[src/rtl/dot_product_accumulator_if.sv]
// Stream interface for dot_product_accumulator: term input, result output and flush.
interface dot_product_accumulator_if #(
  parameter int DATA_W = 8,
  parameter int ACC_W  = 16
);
  logic              clear;
  logic              in_valid;
  logic              in_ready;
  logic [DATA_W-1:0] in_data;
  logic              out_valid;
  logic              out_ready;
  logic [ACC_W-1:0]  out_data;
  logic              out_ovf;

  modport master (
    output clear, in_valid, in_data, out_ready,
    input  in_ready, out_valid, out_data, out_ovf
  );

  modport slave (
    input  clear, in_valid, in_data, out_ready,
    output in_ready, out_valid, out_data, out_ovf
  );
endinterface

[src/rtl/dot_product_accumulator.sv]
// Accumulates K unsigned terms into an ACC_W result with sticky overflow flag.
// Define ACC_SATURATE_EN to clamp at all-ones on overflow instead of wrapping.
//
// state   | meaning
// ST_ACC  | collecting terms, cnt_q = terms accepted so far (0..K-1)
// ST_DONE | result held on out_data/out_ovf until taken
module dot_product_accumulator #(
  parameter int DATA_W = 8,
  parameter int ACC_W  = 16,
  parameter int K      = 4
) (
  input  logic                       clk,
  input  logic                       rst_n,
  dot_product_accumulator_if.slave   bus
);

  typedef enum logic {ST_ACC, ST_DONE} state_t;

  localparam logic [7:0] CNT_LAST = 8'(K - 1);

  state_t           state_q, state_d;
  logic [ACC_W-1:0] acc_q, acc_d;
  logic [7:0]       cnt_q, cnt_d;
  logic             ovf_q, ovf_d;

  logic [ACC_W:0]   sum;
  logic             carry;
  logic [ACC_W-1:0] acc_add;
  logic [ACC_W-1:0] term_ext;
  logic             accept;
  logic             take;

  assign term_ext = ACC_W'(bus.in_data);
  assign sum      = {1'b0, acc_q} + {1'b0, term_ext};
  assign carry    = sum[ACC_W];

`ifdef ACC_SATURATE_EN
  // once saturated, any further add carries again (or adds zero) and stays clamped
  assign acc_add = carry ? {ACC_W{1'b1}} : sum[ACC_W-1:0];
`else
  assign acc_add = sum[ACC_W-1:0];
`endif

  assign bus.in_ready  = !bus.clear && (state_q == ST_ACC || bus.out_ready);
  assign bus.out_valid = (state_q == ST_DONE);
  assign bus.out_data  = acc_q;
  assign bus.out_ovf   = ovf_q;

  assign accept = bus.in_valid && bus.in_ready;
  assign take   = bus.out_valid && bus.out_ready;

  always_comb begin
    state_d = state_q;
    acc_d   = acc_q;
    cnt_d   = cnt_q;
    ovf_d   = ovf_q;
    if (bus.clear) begin
      state_d = ST_ACC;
      acc_d   = '0;
      cnt_d   = '0;
      ovf_d   = 1'b0;
    end else begin
      case (state_q)
        ST_ACC: begin
          if (accept) begin
            acc_d = acc_add;
            ovf_d = ovf_q | carry;
            if (cnt_q == CNT_LAST) begin
              cnt_d   = '0;
              state_d = ST_DONE;
            end else begin
              cnt_d = cnt_q + 8'd1;
            end
          end
        end
        ST_DONE: begin
          if (take) begin
            ovf_d = 1'b0;
            if (accept) begin
              // the incoming term starts the next result with no bubble
              acc_d = term_ext;
              if (K == 1) begin
                cnt_d   = '0;
                state_d = ST_DONE;
              end else begin
                cnt_d   = 8'd1;
                state_d = ST_ACC;
              end
            end else begin
              acc_d   = '0;
              cnt_d   = '0;
              state_d = ST_ACC;
            end
          end
        end
        default: state_d = ST_ACC;
      endcase
    end
  end

  always_ff @(posedge clk or negedge rst_n) begin
    if (!rst_n) begin
      state_q <= ST_ACC;
      acc_q   <= '0;
      cnt_q   <= '0;
      ovf_q   <= 1'b0;
    end else begin
      state_q <= state_d;
      acc_q   <= acc_d;
      cnt_q   <= cnt_d;
      ovf_q   <= ovf_d;
    end
  end

endmodule

[src/flat_wrapper.sv]
// flat-port wrapper written by rule: the top's interface ports become plain ports
module dot_product_accumulator_flat 
#(
  parameter int DATA_W = 8,
  parameter int ACC_W  = 16,
  parameter int K      = 4
)
  (clk, rst_n, bus_clear, bus_in_valid, bus_in_data, bus_out_ready, bus_in_ready, bus_out_valid, bus_out_data, bus_out_ovf);
  dot_product_accumulator_if #(.DATA_W(DATA_W), .ACC_W(ACC_W)) bus_i ();
  input  logic clk;
  input  logic rst_n;
  input wire logic [$bits(bus_i.clear)-1:0] bus_clear;
  input wire logic [$bits(bus_i.in_valid)-1:0] bus_in_valid;
  input wire logic [$bits(bus_i.in_data)-1:0] bus_in_data;
  input wire logic [$bits(bus_i.out_ready)-1:0] bus_out_ready;
  output wire logic [$bits(bus_i.in_ready)-1:0] bus_in_ready;
  output wire logic [$bits(bus_i.out_valid)-1:0] bus_out_valid;
  output wire logic [$bits(bus_i.out_data)-1:0] bus_out_data;
  output wire logic [$bits(bus_i.out_ovf)-1:0] bus_out_ovf;
  assign bus_i.clear = bus_clear;
  assign bus_i.in_valid = bus_in_valid;
  assign bus_i.in_data = bus_in_data;
  assign bus_i.out_ready = bus_out_ready;
  assign bus_in_ready = bus_i.in_ready;
  assign bus_out_valid = bus_i.out_valid;
  assign bus_out_data = bus_i.out_data;
  assign bus_out_ovf = bus_i.out_ovf;
  dot_product_accumulator #(.DATA_W(DATA_W), .ACC_W(ACC_W), .K(K)) u_core (.clk(clk), .rst_n(rst_n), .bus(bus_i));
endmodule
[config.mk]
export PLATFORM = sky130hd
export DESIGN_NAME = dot_product_accumulator_flat
export DESIGN_NICKNAME = d
export VERILOG_FILES = /design/src/rtl/dot_product_accumulator_if.sv /design/src/rtl/dot_product_accumulator.sv /design/src/flat_wrapper.sv
export SDC_FILE = /design/constraint.sdc
export NUM_CORES = 1
export LEC_CHECK = 0
export BUFFER_PORTS_ARGS = -buffer_cell sky130_fd_sc_hd__buf_2
export CORE_ASPECT_RATIO = 0.75
export CORE_MARGIN = 1.5
export CORE_UTILIZATION = 35
export CTS_BUF_LIST = sky130_fd_sc_hd__clkbuf_2
export CTS_CLUSTER_DIAMETER = 80
export DETAILED_ROUTE_END_ITERATION = 10
export PLACE_DENSITY_LB_ADDON = 0.25
export SLEW_MARGIN = 20
export SYNTH_ARGS = -nofsm -noshare
export SYNTH_HDL_FRONTEND = slang
export SYNTH_SLANG_ARGS = --single-unit
[constraint.sdc]
create_clock -name clk -period 2.6 [get_ports clk]
set_input_delay 0.52 -clock clk [delete_from_list [all_inputs] [get_ports clk]]
set_output_delay 0.52 -clock clk [all_outputs]
set_load 0.01 [all_outputs]
==> metrics.txt <==
antenna cell count 0; Max H-tree Level 1; Final min period between 2 and 2.5 ns; CTS tree yes; initial antenna violation count 0; pin count of the biggest net entering global routing 27; via count of the first global-routing pass around 1200; number of nets in the finished design 241; hold slack final between 0.1 and 0.15 ns; First-pass DRT Iterations 4; vias between 1000 and 1500; wire length after detailed routing about 3700 um; total congestion overflow after global routing 0; number of enable-type register cells in the synthesized netlist 0; clock skew roughly 0.0099 ns; final cell utilization of the core between 40% and 50%; Hold WC Path Type input port to asynchronous set/reset pin; area taken by flip-flops and latches around 650 um2; die outline width between 80 and 90 um; mean area per synthesized cell slightly above 9 um2; clock transition at the registers of the reported paths approximately 0.25 ns; number of hold violations in the final report 0; number of buffers inserted for hold repair after clock tree synthesis 0; clk sink count 26; GR Util All Layers 15.5%; #FFs+latches synth 26; worst-skew pair later-pin latency around 0.36 ns; area occupied by multi-input gates around 970 um2; Placement Rows 21; post-route fraction of the period consumed by the critical path between 80 and 90%; setup fix buffers added after clock tree synthesis 0; average vias per placed instance about 5; leakage power total slightly below 0.9 nW; required time at the endpoint of the critical path roughly 2.9 ns; number of top-level design ports 32; total buffers and inverters traversed by the critical path 1; height of the chip ~63 um; count of maximum capacitance violations 0; detailed-placement wirelength estimate between 2000 and 3000 um; unrepaired setup endpoints after global routing false; WL per Instance roughly 14 um; endpoint type of the worst setup path flop; Layout Cells excl Fill between 200 and 300; portion of the post-synthesis area used by sequential elements between 30% and 40%; deepest clock path buffer count 2; maximum ir drop on the vdd rail between 0.15 and 0.2 mV; post-synthesis to final-layout area growth 14.9%; type of element launching the critical path flop; depth of the worst register-to-register path 8; combined area of all synthesized cells 1670 um2; startpoint of the most critical register-to-register path u_core.bus.out_data[0]; Slew Viols, Final 0; Ys Warns 0; most used flip-flop cell after synthesis sky130_fd_sc_hd__dfrtp_1; Critical Path Fanout Max 6; TritonCTS buffer count 3; category of the critical setup timing path flop to flop; DR iter-0 viols around 90; Largest stage delay, worst path ~0.42 ns; top achievable clock speed between 400 and 500 MHz; fraction of final layout cells with drive strength greater than 1 between 20% and 30%; cell count after synthesis 182; first-pass GRT wire length roughly 6200 um; power per cell area roughly 460 nW/um2; filler instances 452; number of gates resized after cts 0; starting utilization of the core area between 30 and 40%; core region area approximately 4500 um2; async set or reset register ratio after synthesis 100%; DP Area around 1900 um2; final setup fails 0; setup TNS 0 ns; full die area slightly above 5000 um2; reg2reg end u_core.bus.out_data[12]; final estimated routing congestion in global placement slightly above 0.8; clock tree root buffer cell sky130_fd_sc_hd__clkbuf_2; Remaining DRCs 0; slowest CP cell sky130_fd_sc_hd__dfrtp_1; slew of the pin with the lowest slew margin slightly above 0.8 ns; Synth cell types 42; net count of the mapped netlist 205; category of cells accounting for the largest share of critical-path delay adder cells; register-to-register path setup slack roughly 0.33 ns; post-route antenna net violation count 0; outcome finished clean; number of cells after detailed placement 270; signal arrival time at the worst endpoint approximately 2.6 ns; port buffer count 31; tightest slew margin relative to the limit around 46%; chain of cells forming the critical path ha_1 -> inv_1 -> fa_1 -> nand2b_1 -> a21oi_2 -> o2111ai_4 -> or3_1 -> a21oi_1; post-layout instance area about 1900 um2
flip-flops by register name (all words and copies together), names as in the netlist:
name                  flops
u_core.bus.out_data      16
u_core.cnt_q              8
u_core.bus.out_valid      1
u_core.bus.out_ovf        1
worst max-delay path by stage:
stage,end,slack (ns),depth (start not counted),start
global placement,u_core.bus.out_data[12],0.17,9,bus_in_data[0]
CTS,u_core.bus.out_data[12],0.30,8,u_core.bus.out_data[0]
global route,u_core.bus.out_data[14],0.14,8,u_core.bus.out_data[0]
floorplan,u_core.bus.out_data[14],0.38,8,bus_in_data[0]
detailed placement,u_core.bus.out_data[12],0.12,9,bus_in_data[0]
finish,u_core.bus.out_data[12],0.33,8,u_core.bus.out_data[0]
Yosys cell counts (2+ instances only):
master	number	area, um2
sky130_fd_sc_hd__a211oi_1	2	15.0
sky130_fd_sc_hd__a21o_1	2	15.0
sky130_fd_sc_hd__a21oi_1	16	80.1
sky130_fd_sc_hd__a21oi_2	2	17.5
sky130_fd_sc_hd__a32oi_1	4	35.0
sky130_fd_sc_hd__and2_1	3	18.8
sky130_fd_sc_hd__and3_1	2	12.5
sky130_fd_sc_hd__clkbuf_1	2	7.51
sky130_fd_sc_hd__dfrtp_1	26	651
sky130_fd_sc_hd__ha_1	9	113
sky130_fd_sc_hd__inv_1	7	26.3
sky130_fd_sc_hd__mux2i_1	2	20.0
sky130_fd_sc_hd__nand2_1	16	60.1
sky130_fd_sc_hd__nand2b_1	2	12.5
sky130_fd_sc_hd__nand3_1	7	35.0
sky130_fd_sc_hd__nand4_1	2	12.5
sky130_fd_sc_hd__nor2_1	16	60.1
sky130_fd_sc_hd__nor3_1	4	20.0
sky130_fd_sc_hd__o211ai_1	3	22.5
sky130_fd_sc_hd__o21a_1	2	15.0
sky130_fd_sc_hd__o21ai_0	13	65.1
sky130_fd_sc_hd__o21ai_1	4	20.0
sky130_fd_sc_hd__o22ai_1	2	12.5
sky130_fd_sc_hd__or3_1	4	25.0
sky130_fd_sc_hd__xnor2_1	4	35.0
sky130_fd_sc_hd__xor2_1	10	87.6
logic make-up after synthesis:
| group | after synthesis | synth area share, % |
|---|---|---|
| AOI/OAI and AO/OA | 55 | 22.1 |
| buffers and inverters | 11 | 3.00 |
| adders and majority gates | 10 | 7.96 |
| DFF | 26 | 39.0 |
| and+or+nand+nor | 64 | 19.4 |
| muxes | 2 | 1.20 |
| xor gates and xnor gates | 14 | 7.36 |
report_power, final:
part | leakage [nW] | internal (mW) | switching, mW
registers | 0.356 | 0.430 | 0.0273
clock network | 0.0125 | 0.0313 | 0.125
logic | 0.507 | 0.111 | 0.160
layer usage:
layer | GRT usage (%) | wire length, um | part of all wire, % | vias up
li1 | - | - | - | 726
met4 | 2.50 | 22 | 0.59 | 0
met5 | 0 | 0 | 0 | -
met2 | 21.3 | 1550 | 42 | 29
met1 | 24.8 | 1970 | 53 | 640
met3 | 3.50 | 168 | 4.5 | 2
area by class of cell:
class,count,area share [%]
inverters,7,1.37
clock buffers,3,0.784
well taps,57,3.73
multi-input cells,145,50.5
repair buffers,35,9.67
flip-flops and latches,26,34.0
cells in the final DEF, fill, tap and decap left out, types with 2 or more instances in the layout:
cell type,instances
sky130_fd_sc_hd__nand4_1,2
sky130_fd_sc_hd__nor3_1,4
sky130_fd_sc_hd__nand2_1,16
sky130_fd_sc_hd__mux2i_1,2
sky130_fd_sc_hd__a32oi_1,4
sky130_fd_sc_hd__clkbuf_2,3
sky130_fd_sc_hd__nand3_1,7
sky130_fd_sc_hd__a21oi_2,2
sky130_fd_sc_hd__o21ai_0,13
sky130_fd_sc_hd__a21o_1,2
sky130_fd_sc_hd__o211ai_1,3
sky130_fd_sc_hd__xor2_1,10
sky130_fd_sc_hd__inv_1,7
sky130_fd_sc_hd__xnor2_1,4
sky130_fd_sc_hd__a21oi_1,16
sky130_fd_sc_hd__dfrtp_1,26
sky130_fd_sc_hd__and3_1,2
sky130_fd_sc_hd__o21a_1,2
sky130_fd_sc_hd__a211oi_1,2
sky130_fd_sc_hd__ha_1,9
sky130_fd_sc_hd__nor2_1,16
sky130_fd_sc_hd__and2_1,3
sky130_fd_sc_hd__o22ai_1,2
sky130_fd_sc_hd__or3_1,4
sky130_fd_sc_hd__buf_2,31
sky130_fd_sc_hd__o21ai_1,4
sky130_fd_sc_hd__buf_4,4
sky130_fd_sc_hd__nand2b_1,2
metrics by stage:
stage / setup slack, ns / total power, mW
final: 0.326 / 0.885
after global routing: 0.145 / 0.955
after CTS: 0.302 / 0.895
after detailed placement: 0.116 / 0.737
after global placement: 0.168 / 0.736
after floorplan: 0.384 / 0.652
(Power assumes the default switching activity.)
